## config.mk

```make
export PLATFORM = sky130hd
export DESIGN_NAME = led_pattern_monitor_flat
export DESIGN_NICKNAME = d
export VERILOG_FILES = /design/src/rtl/led_pattern_monitor_pkg.sv /design/src/rtl/led_pattern_monitor_if.sv /design/src/rtl/led_pattern_monitor_run_len_counter.sv /design/src/rtl/led_pattern_monitor.sv /design/src/flat_wrapper.sv
export SDC_FILE = /design/constraint.sdc
export NUM_CORES = 1
export LEC_CHECK = 0
export ABC_CLOCK_PERIOD_IN_PS = 3400
export CAP_MARGIN = 20
export CORE_UTILIZATION = 43
export DETAILED_ROUTE_END_ITERATION = 7
export HOLD_SLACK_MARGIN = 0.02
export PLACE_DENSITY = 0.6
export SYNTH_ARGS = -nofsm -noshare
export SYNTH_HDL_FRONTEND = slang
export SYNTH_SLANG_ARGS = --single-unit
```

## constraint.sdc

```tcl
create_clock -name clk -period 3.4 [get_ports clk]
set_input_delay 1.02 -clock clk [delete_from_list [all_inputs] [get_ports clk]]
set_output_delay 1.02 -clock clk [all_outputs]
set_load 0.05 [all_outputs]
```

## src/rtl/led_pattern_monitor_pkg.sv

```systemverilog
// Shared definitions for the LED blink pattern: monitor state encoding and the
// default duty profile that both the LED driver and the monitor are built against.
package led_pattern_monitor_pkg;

    typedef enum logic [1:0] {
        IDLE,
        SYNC,
        MEAS_HIGH,
        MEAS_LOW
    } state_t;

    localparam int DEF_CNT_W        = 8;
    localparam int DEF_EXP_HIGH     = 6;
    localparam int DEF_EXP_LOW      = 250;
    localparam int DEF_TOL          = 1;
    localparam int DEF_LOCK_PERIODS = 4;

endpackage

```

## src/rtl/led_pattern_monitor_if.sv

```systemverilog
// Control and status bundle of the LED pattern monitor; master drives the LED
// line and controls, slave (the monitor) returns lock/alarm/measurement status.
interface led_pattern_monitor_if #(
    parameter int CNT_W = 8
);
    logic             enable;
    logic             led_in;
    logic             alarm_clr;
    logic             locked;
    logic             alarm;
    logic             meas_valid;
    logic             stuck;
    logic [CNT_W-1:0] last_high_len;
    logic [CNT_W-1:0] last_low_len;
    logic [7:0]       good_periods;

    modport master (
        output enable, led_in, alarm_clr,
        input  locked, alarm, meas_valid, stuck,
        input  last_high_len, last_low_len, good_periods
    );

    modport slave (
        input  enable, led_in, alarm_clr,
        output locked, alarm, meas_valid, stuck,
        output last_high_len, last_low_len, good_periods
    );
endinterface

```

## src/rtl/led_pattern_monitor_run_len_counter.sv

```systemverilog
// Saturating run-length counter: clear, load-to-1 and increment, with a flag
// marking the increment that drives the count into saturation.
module run_len_counter
    import led_pattern_monitor_pkg::*;
#(
    parameter int CNT_W = DEF_CNT_W
) (
    input  logic             clk,
    input  logic             rst,
    input  logic             clr,
    input  logic             load,
    input  logic             inc,
    output logic [CNT_W-1:0] cnt,
    output logic             sat_hit
);
    localparam logic [CNT_W-1:0] MAX  = '1;
    localparam logic [CNT_W-1:0] NEAR = {{(CNT_W-1){1'b1}}, 1'b0};
    localparam logic [CNT_W-1:0] ONE  = {{(CNT_W-1){1'b0}}, 1'b1};

    assign sat_hit = inc & ~clr & ~load & (cnt == NEAR);

    always_ff @(posedge clk) begin
        if (rst || clr) begin
            cnt <= '0;
        end else if (load) begin
            cnt <= ONE;
        end else if (inc && (cnt != MAX)) begin
            cnt <= cnt + ONE;
        end
    end
endmodule

```

## src/rtl/led_pattern_monitor.sv

```systemverilog
// Receive-side LED blink checker: measures high/low run lengths, locks onto the
// expected duty profile and raises a sticky alarm on any deviation while locked.
module led_pattern_monitor
    import led_pattern_monitor_pkg::*;
#(
    parameter int CNT_W        = DEF_CNT_W,
    parameter int EXP_HIGH     = DEF_EXP_HIGH,
    parameter int EXP_LOW      = DEF_EXP_LOW,
    parameter int TOL          = DEF_TOL,
    parameter int LOCK_PERIODS = DEF_LOCK_PERIODS
) (
    input logic                  clk,
    input logic                  rst,
    led_pattern_monitor_if.slave bus
);
    localparam logic signed [CNT_W:0] EXP_HIGH_S = (CNT_W+1)'(EXP_HIGH);
    localparam logic signed [CNT_W:0] EXP_LOW_S  = (CNT_W+1)'(EXP_LOW);
    localparam logic signed [CNT_W:0] TOL_S      = (CNT_W+1)'(TOL);
    localparam logic [3:0]            LOCK_N     = 4'(LOCK_PERIODS);

    state_t state, state_nxt;

    logic             led_prev;
    logic             rise, fall;
    logic             cnt_clr, cnt_load, cnt_inc;
    logic             cap_high, eval;
    logic             sat_hit;
    logic [CNT_W-1:0] run_cnt;
    logic [CNT_W-1:0] high_len;
    logic [3:0]       good_cnt;

    logic signed [CNT_W:0] dh, dl, dh_abs, dl_abs;
    logic                  good, good_ev, bad_ev;

    logic             locked_q, alarm_q, meas_valid_q, stuck_q;
    logic [CNT_W-1:0] last_high_q, last_low_q;
    logic [7:0]       good_periods_q;

    assign rise = bus.led_in & ~led_prev;
    assign fall = ~bus.led_in & led_prev;

    run_len_counter #(.CNT_W(CNT_W)) u_run_cnt (
        .clk     (clk),
        .rst     (rst),
        .clr     (cnt_clr),
        .load    (cnt_load),
        .inc     (cnt_inc),
        .cnt     (run_cnt),
        .sat_hit (sat_hit)
    );

    always_ff @(posedge clk) begin
        if (rst) begin
            state <= IDLE;
        end else begin
            state <= state_nxt;
        end
    end

    always_comb begin
        state_nxt = state;
        if (!bus.enable) begin
            state_nxt = IDLE;
        end else begin
            case (state)
                IDLE:      state_nxt = SYNC;
                SYNC:      if (rise) state_nxt = MEAS_HIGH;
                MEAS_HIGH: begin
                    if (fall)         state_nxt = MEAS_LOW;
                    else if (sat_hit) state_nxt = SYNC;
                end
                MEAS_LOW: begin
                    if (rise)         state_nxt = MEAS_HIGH;
                    else if (sat_hit) state_nxt = SYNC;
                end
                default:   state_nxt = IDLE;
            endcase
        end
    end

    always_comb begin
        cnt_clr  = 1'b0;
        cnt_load = 1'b0;
        cnt_inc  = 1'b0;
        cap_high = 1'b0;
        eval     = 1'b0;
        if (!bus.enable) begin
            cnt_clr = 1'b1;
        end else begin
            case (state)
                SYNC: cnt_load = rise;
                MEAS_HIGH: begin
                    if (fall) begin
                        cnt_load = 1'b1;
                        cap_high = 1'b1;
                    end else begin
                        cnt_inc = 1'b1;
                    end
                end
                MEAS_LOW: begin
                    if (rise) begin
                        cnt_load = 1'b1;
                        eval     = 1'b1;
                    end else begin
                        cnt_inc = 1'b1;
                    end
                end
                default: ;
            endcase
        end
    end

    // Signed one-bit-wider differences so a short run never wraps into a pass.
    assign dh = $signed({1'b0, high_len}) - EXP_HIGH_S;
    assign dl = $signed({1'b0, run_cnt}) - EXP_LOW_S;

    always_comb begin
        dh_abs  = dh[CNT_W] ? -dh : dh;
        dl_abs  = dl[CNT_W] ? -dl : dl;
        good    = (dh_abs <= TOL_S) && (dl_abs <= TOL_S);
        good_ev = eval & good;
        bad_ev  = (eval & ~good) | sat_hit;
    end

    always_ff @(posedge clk) begin
        if (rst) begin
            led_prev       <= 1'b0;
            high_len       <= '0;
            good_cnt       <= '0;
            locked_q       <= 1'b0;
            alarm_q        <= 1'b0;
            meas_valid_q   <= 1'b0;
            stuck_q        <= 1'b0;
            last_high_q    <= '0;
            last_low_q     <= '0;
            good_periods_q <= '0;
        end else begin
            led_prev     <= bus.led_in;
            meas_valid_q <= eval;
            stuck_q      <= sat_hit;

            if (cap_high) begin
                high_len <= run_cnt;
            end
            if (eval) begin
                last_high_q <= high_len;
                last_low_q  <= run_cnt;
            end

            if (!bus.enable) begin
                good_cnt <= '0;
                locked_q <= 1'b0;
            end else if (good_ev) begin
                good_periods_q <= good_periods_q + 8'd1;
                if (good_cnt != LOCK_N) begin
                    good_cnt <= good_cnt + 4'd1;
                end
                if (good_cnt >= LOCK_N - 4'd1) begin
                    locked_q <= 1'b1;
                end
            end else if (bad_ev) begin
                good_cnt <= '0;
                locked_q <= 1'b0;
            end

            // A deviation seen while locked outranks a coincident clear.
            if (bad_ev && locked_q) begin
                alarm_q <= 1'b1;
            end else if (bus.alarm_clr) begin
                alarm_q <= 1'b0;
            end
        end
    end

    assign bus.locked        = locked_q;
    assign bus.alarm         = alarm_q;
    assign bus.meas_valid    = meas_valid_q;
    assign bus.stuck         = stuck_q;
    assign bus.last_high_len = last_high_q;
    assign bus.last_low_len  = last_low_q;
    assign bus.good_periods  = good_periods_q;
endmodule

```

## src/flat_wrapper.sv

```systemverilog
// flat-port wrapper written by rule: the top's interface ports become plain ports
module led_pattern_monitor_flat import led_pattern_monitor_pkg::*;
#(
    parameter int CNT_W        = DEF_CNT_W,
    parameter int EXP_HIGH     = DEF_EXP_HIGH,
    parameter int EXP_LOW      = DEF_EXP_LOW,
    parameter int TOL          = DEF_TOL,
    parameter int LOCK_PERIODS = DEF_LOCK_PERIODS
)
  (clk, rst, bus_enable, bus_led_in, bus_alarm_clr, bus_locked, bus_alarm, bus_meas_valid, bus_stuck, bus_last_high_len, bus_last_low_len, bus_good_periods);
  led_pattern_monitor_if #(.CNT_W(CNT_W)) bus_i ();
  input logic clk;
  input logic rst;
  input wire logic [$bits(bus_i.enable)-1:0] bus_enable;
  input wire logic [$bits(bus_i.led_in)-1:0] bus_led_in;
  input wire logic [$bits(bus_i.alarm_clr)-1:0] bus_alarm_clr;
  output wire logic [$bits(bus_i.locked)-1:0] bus_locked;
  output wire logic [$bits(bus_i.alarm)-1:0] bus_alarm;
  output wire logic [$bits(bus_i.meas_valid)-1:0] bus_meas_valid;
  output wire logic [$bits(bus_i.stuck)-1:0] bus_stuck;
  output wire logic [$bits(bus_i.last_high_len)-1:0] bus_last_high_len;
  output wire logic [$bits(bus_i.last_low_len)-1:0] bus_last_low_len;
  output wire logic [$bits(bus_i.good_periods)-1:0] bus_good_periods;
  assign bus_i.enable = bus_enable;
  assign bus_i.led_in = bus_led_in;
  assign bus_i.alarm_clr = bus_alarm_clr;
  assign bus_locked = bus_i.locked;
  assign bus_alarm = bus_i.alarm;
  assign bus_meas_valid = bus_i.meas_valid;
  assign bus_stuck = bus_i.stuck;
  assign bus_last_high_len = bus_i.last_high_len;
  assign bus_last_low_len = bus_i.last_low_len;
  assign bus_good_periods = bus_i.good_periods;
  led_pattern_monitor #(.CNT_W(CNT_W), .EXP_HIGH(EXP_HIGH), .EXP_LOW(EXP_LOW), .TOL(TOL), .LOCK_PERIODS(LOCK_PERIODS)) u_core (.clk(clk), .rst(rst), .bus(bus_i));
endmodule
```

==> flow_metrics.py, run 1 <==
metrics = {
    "run": {
        "drv_cap": 0,
    },
    "clock_network": {
        "holdBufCountCts": 0,
        "cts_buffer_depth": 2,
        "cts_setup_buffers": 0,
        "cts_made_buffers": 5,
        "cts-resized-gates": 0,
        "clkTransAtPathRegs_ns": 0.09,
        "cts_tree": "built",
        "htreeDepth": 2,
        "clkSinkCount": 51,
        "root_buffer": "clkbuf_8",
        "clkLatencyLatePin_ns": 0.31,
    },
    "detailed_routing": {
        "drc": 0,
        "route.antenna.remaining_nets": 0,
        "firstDrtPassIters": 4,
        "drt_iter0_drc": 153,
        "via_per_inst": 5.652,
        "routed_wl_mm": 7.166,
        "via_count": 2747,
        "wl_per_cell_um": 14.74,
    },
    "floorplanning": {
        "coreArea_um2": 6495,
        "pin_count": 33,
        "die_w_um": 85.08,
        "die_area_um2": 7239,
        "start_util": 0.4569,
        "std_cell_rows": 29,
        "die_h_um": 85.08,
    },
    "timing": {
        "timing_hold_violations_final": 0,
        "final_max_slew_viol_count": 0,
        "fin_skew_ns": 0.008657,
        "finalSetupViolCount": 0,
        "period_share": 0.9209,
        "fmax_ghz": 0.3194,
        "tightest_slew_ns": 0.6114,
        "rsz0062_at_grt": "no",
        "fin_setup_tns_ns": 0,
        "relSlewSlack": 0.5918,
        "fin_crit_ns": 3.131,
    },
    "worst_setup_path": {
        "slowest_delay_ns": 0.51,
        "crit_path_end_kind": "register",
        "path_cells": "inv_1 -> ha_1 -> or4b_4 -> a31oi_1 -> nor2_1 -> or4_1 -> nand4_1 -> and4b_1 -> nand4_1 -> mux2_2",
        "worstPathRequired_ns": 3.60,
        "worst_r2r_endpoint": "u_core.bus.good_periods[2]",
        "crit_top_cell": "nand4_1",
        "startpoint_type": "register",
        "regToRegSetupSlack_ns": 0.27,
        "worstPathArrival_ns": 3.33,
        "rr_startpoint": "u_core.u_run_cnt.cnt[2]",
        "cp_slowest_cell": "or4b_4",
        "path_max_fanout": 10,
        "critPathKind": "reg2reg",
        "r2r_cells": 10,
    },
    "global_route": {
        "grt_pass1_wl_mm": 12.23,
        "antenna_found_initial": 0,
        "grt_use_total": 0.2116,
        "grt_max_degree": 43,
        "overflow": 0,
        "grt_pass1_vias": 2604,
    },
    "logic_synthesis": {
        "syn_inst": 378,
        "synth_area_um2": 2968,
        "yosys_warnings": 0,
        "syn_avg_cell_area_um2": 7.851,
        "ys_seq_area_frac": 0.3440,
        "ys_ff_latch": 51,
        "synth_top_flop_cell": "dfxtp_1",
        "syn_nets": 394,
        "postSynth.asyncResetShare": 0,
        "synth_edf_count": 0,
        "yosysUniqueCellTypes": 62,
    },
    "cells_and_area": {
        "nFillCells": 640,
        "antenna_cells": 0,
        "drive_gt1_frac": 0.09535,
        "fin_nets": 425,
        "area_growth_pct": 18.04,
        "final_util": 0.5394,
    },
    "power_and_ir_drop": {
        "leakagePower_nw": 1.314,
        "ir_drop_mv": 0.1682,
        "power_density_nw_per_um2": 299.1,
    },
    "placement": {
        "port_buffers": 32,
        "place.gp.congestion": 0.8782,
        "place_hpwl_mm": 5.184,
    },
    "worst_hold_path": {
        "hold_class": "reg2reg",
        "hold_depth": 2,
        "worstHoldStart": "u_core.bus.last_low_len[0]",
        "hold_path_end": "u_core.bus.last_low_len[0]",
    },
    "run_status": {
        "status": "completed",
    },
}
registers in the layout (all words and copies together) (netlist names):
register,count
u_core.bus.good_periods,8
u_core.bus.last_high_len,8
u_core.bus.last_low_len,8
u_core.high_len,8
u_core.u_run_cnt.cnt,8
u_core.good_cnt,4
u_core.state,2
u_core.bus.alarm,1
u_core.bus.locked,1
u_core.bus.meas_valid,1
u_core.bus.stuck,1
u_core.led_prev,1
kinds of logic (layout without fill, tap and decap cells):
group,count (synthesis),in the layout,share of synthesized area
DFF,51,51,0.3440
adders and majority gates,11,11,0.04637
and+or+nand+nor,172,172,0.2972
buffers and inverters,35,66,0.04637
AOI/OAI and AO/OA,86,86,0.1910
muxes,12,12,0.04258
xor gates and xnor gates,11,11,0.03246
cells in the mapped netlist, types with 8 or more instances:
master | number | area [um^2]
a21oi_1 | 36 | 180.2
and3_1 | 9 | 56.30
clkbuf_1 | 16 | 60.06
dfxtp_1 | 51 | 1021
ha_1 | 11 | 137.6
inv_1 | 12 | 45.04
nand2_1 | 47 | 176.4
nand3_1 | 10 | 50.05
nand4_1 | 11 | 68.82
nor2_1 | 44 | 165.2
nor2b_1 | 10 | 62.56
o21ai_0 | 10 | 50.05
xnor2_1 | 8 | 70.07
critical path: cells and delay by family (launching register included):
family	cells	cell delay, ns
simple gates	6	1.55
flops	1	0.46
mux	1	0.34
compound gates	1	0.28
fa+ha+maj	1	0.24
buf+inv	1	0.14
metrics by stage:
step                setup WS [ns]  instance area (um^2)  instances  power (mW)  hold WS [ns]
finish                     0.2690                  3503        486       1.048        0.4559
global route             0.001479                  3503        486       1.088        0.4802
CTS                        0.2789                  3503        486       1.063        0.4586
detailed placement         0.2988                  3401        479      0.6455        0.4453
global placement           0.3853                  3401        479      0.6454        0.4423
floorplan                  0.5046                  2968        378      0.6315        0.4532
power breakdown:
part | switching, mW | leakage (nW) | internal, mW
logic | 0.0190 | 0.852 | 0.0120
clock network | 0.201 | 0.0513 | 0.216
registers | 0.00124 | 0.411 | 0.599
total | 0.221 | 1.31 | 0.827
layer usage:
layer / track usage / share of wire / up-vias
met2: 0.3438 / 0.45 / 68
met1: 0.2909 / 0.50 / 1271
met5: 0 / 0 / -
li1: - / - / 1402
met4: 0.06009 / 0.010 / 0
met3: 0.03307 / 0.038 / 6
area by class of cell:
type / count / area (um^2) / share of cell area
clock inverters: 1 / 30.03 / 0.008571
clock buffers: 6 / 72.57 / 0.02071
multi-input cells: 292 / 1809 / 0.5164
flip-flops and latches: 51 / 1021 / 0.2914
well taps: 77 / 96.34 / 0.02750
repair buffers: 46 / 425.4 / 0.1214
inverters: 13 / 48.80 / 0.01393
how the worst max path moves through the flow:
stage,cells after the start,start,to
global placement,10,u_core.u_run_cnt.cnt[2],u_core.bus.good_periods[3]
floorplan,11,u_core.u_run_cnt.cnt[1],u_core.bus.good_periods[3]
finish,10,u_core.u_run_cnt.cnt[2],u_core.bus.good_periods[2]
global route,10,u_core.u_run_cnt.cnt[2],u_core.bus.good_periods[4]
detailed placement,10,u_core.u_run_cnt.cnt[2],u_core.bus.good_periods[2]
CTS,10,u_core.u_run_cnt.cnt[2],u_core.bus.good_periods[2]
placed cells by master, fill, tap and decap left out, types with 7 or more instances in the layout:
cell              n
a21oi_1          36
a31oi_1           7
and3_1            9
buf_4            14
clkdlybuf4s50_1  32
dfxtp_1          51
ha_1             11
inv_1            12
mux2i_1           7
nand2_1          47
nand2b_1          7
nand3_1          10
nand4_1          11
nor2_1           44
nor2b_1          10
nor3_1            7
o21ai_0          10
xnor2_1           8
Note: power is estimated with default switching activity, not from simulation.
==> run 2: changes to the inputs <==
Settings changed: CAP_MARGIN 20 to default, CTS_BUF_LIST from default to sky130_fd_sc_hd__clkbuf_16.
==> run 2 against run 1 <==
  * Power grew 13%
  * Final area grew 1.6%
  * Utilization grew 0.87 points
  * Critical path type unchanged
  * Sequential power is essentially flat
  * Worst hold slack lost 0.0029 ns
  * Register-to-register slack lost 0.02 ns
  * Clock power grew 33%
  * Via count grew 0.87%
  * Die area is the same
==> flow_metrics.py, run 2 (same netlist as run 1, synthesis figures left out) <==
metrics = {
    "run_status": {
        "status": "completed",
    },
    "detailed_routing": {
        "drc": 0,
        "firstDrtPassIters": 4,
        "wl_per_cell_um": 14.87,
        "drt_iter0_drc": 149,
        "via_count": 2771,
        "via_per_inst": 5.702,
        "route.antenna.remaining_nets": 0,
        "routed_wl_mm": 7.226,
    },
    "cells_and_area": {
        "final_common_cell": "dfxtp_1",
        "fin_nets": 425,
        "antenna_cells": 0,
        "area_growth_pct": 19.94,
        "drive_gt1_frac": 0.09535,
        "final_cell_mix": "dfxtp_1, nand2_1, nor2_1",
        "final_util": 0.5481,
    },
    "timing": {
        "relSlewSlack": 0.5793,
        "fmax_ghz": 0.3172,
        "rsz0062_at_grt": "no",
        "whs_ns": 0.4530,
        "fin_skew_ns": 0.008018,
        "tightest_slew_ns": 0.6245,
        "final_max_slew_viol_count": 0,
        "fin_setup_tns_ns": 0,
        "period_share": 0.9273,
        "finalSetupViolCount": 0,
        "fin_crit_ns": 3.153,
        "fin_ws_ns": 0.2473,
        "timing_hold_violations_final": 0,
    },
    "worst_hold_path": {
        "hold_class": "reg2reg",
        "hold_depth": 2,
        "worstHoldStart": "u_core.bus.last_high_len[1]",
        "hold_path_end": "u_core.bus.last_high_len[1]",
    },
    "floorplanning": {
        "coreArea_um2": 6495,
        "die_h_um": 85.08,
        "start_util": 0.4569,
        "std_cell_rows": 29,
        "die_w_um": 85.08,
        "pin_count": 33,
        "die_area_um2": 7239,
    },
    "power_and_ir_drop": {
        "fin_total_pwr_mw": 1.185,
        "leakagePower_nw": 1.344,
        "p_sw_frac": 0.1972,
        "p_clk_frac": 0.467,
        "p_int_mw": 0.9517,
        "ir_drop_mv": 0.2393,
        "comb_power_share": 0.026,
        "power_density_nw_per_um2": 333.0,
        "seq_power_share": 0.506,
        "switchingPower_mw": 0.2337,
    },
    "clock_network": {
        "cts-resized-gates": 0,
        "holdBufCountCts": 0,
        "cts_made_buffers": 5,
        "clkSinkCount": 51,
        "cts_buffer_depth": 2,
        "cts_setup_buffers": 0,
        "cts_tree": "built",
        "root_buffer": "clkbuf_16",
        "htreeDepth": 2,
        "clkTransAtPathRegs_ns": 0.07,
        "clkLatencyLatePin_ns": 0.29,
    },
    "placement": {
        "dp_slack_ns": 0.2988,
        "place_hpwl_mm": 5.184,
        "port_buffers": 32,
        "place.gp.congestion": 0.8782,
    },
    "worst_setup_path": {
        "worstPathRequired_ns": 3.58,
        "critPathKind": "reg2reg",
        "rr_startpoint": "u_core.u_run_cnt.cnt[2]",
        "cp-startpoint": "u_core.u_run_cnt.cnt[2]",
        "crit_path_end_kind": "register",
        "startpoint_type": "register",
        "worst_r2r_endpoint": "u_core.bus.good_periods[2]",
        "r2r_cells": 10,
        "regToRegSetupSlack_ns": 0.25,
        "worstPathArrival_ns": 3.33,
        "path_max_fanout": 10,
    },
    "global_route": {
        "grt_pass1_vias": 2578,
        "grt_pass1_wl_mm": 12.25,
        "grt_max_degree": 43,
        "overflow": 0,
        "antenna_found_initial": 0,
        "grt_use_total": 0.2116,
    },
    "run": {
        "drv_cap": 0,
    },
}
## run 2: through the flow
step           std cells  instance area, um^2
6_report             486                 3560
5_1_grt              486                 3560
4_1_cts              486                 3560
3_5_place_dp         479                 3401
3_3_place_gp         479                 3401
2_1_floorplan        378                 2968
## run 2: how the worst max path moves through the flow
stage / cells after the start / slack (ns) / end
6_report: 10 / 0.25 / u_core.bus.good_periods[2]
5_1_grt: 10 / 0.0008 / u_core.bus.good_periods[4]
4_1_cts: 10 / 0.28 / u_core.bus.good_periods[2]
3_5_place_dp: 10 / 0.30 / u_core.bus.good_periods[2]
3_3_place_gp: 10 / 0.39 / u_core.bus.good_periods[3]
2_1_floorplan: 11 / 0.50 / u_core.bus.good_periods[3]
## run 2: cell type report
cell class | count | area, um^2
multi-input cells | 292 | 1809
well taps | 77 | 96.34
clock inverters | 2 | 33.78
fillers | 638 | 2935
clock buffers | 5 | 125.1
inverters | 13 | 48.80
repair buffers | 46 | 425.4
flip-flops and latches | 51 | 1021
## run 2: critical path: stages, from the launching register on
cell     delay (ns)
dfxtp_1        0.46
inv_1          0.14
ha_1           0.24
or4b_4         0.51
a31oi_1        0.28
nor2_1         0.05
or4_1          0.43
nand4_1        0.09
and4b_1        0.33
nand4_1        0.16
mux2_2         0.34
## run 2: routing by layer
metal	routed length [um]	up-vias	GRT usage
li1	-	1408	-
met1	3592	1290	0.2939
met2	3260	61	0.3387
met3	235	12	0.02724
met4	137	0	0.07242
met5	0	-	0
## run 2: power by group through the flow
stage          sequential [mW]  clock [mW]  combinational (mW)
2_1_floorplan            0.614           0              0.0174
4_1_cts                  0.600       0.573              0.0316
3_3_place_gp             0.614           0              0.0315
5_1_grt                  0.600       0.593              0.0351
6_report                 0.600       0.554              0.0310
3_5_place_dp             0.614           0              0.0316
==> run 3: changes to the inputs <==
Settings changed: HOLD_SLACK_MARGIN 0.02 to 0.1.
==> results of run 3 <==
Same layout as run 2: the final DEF is identical, and so are final timing and power.
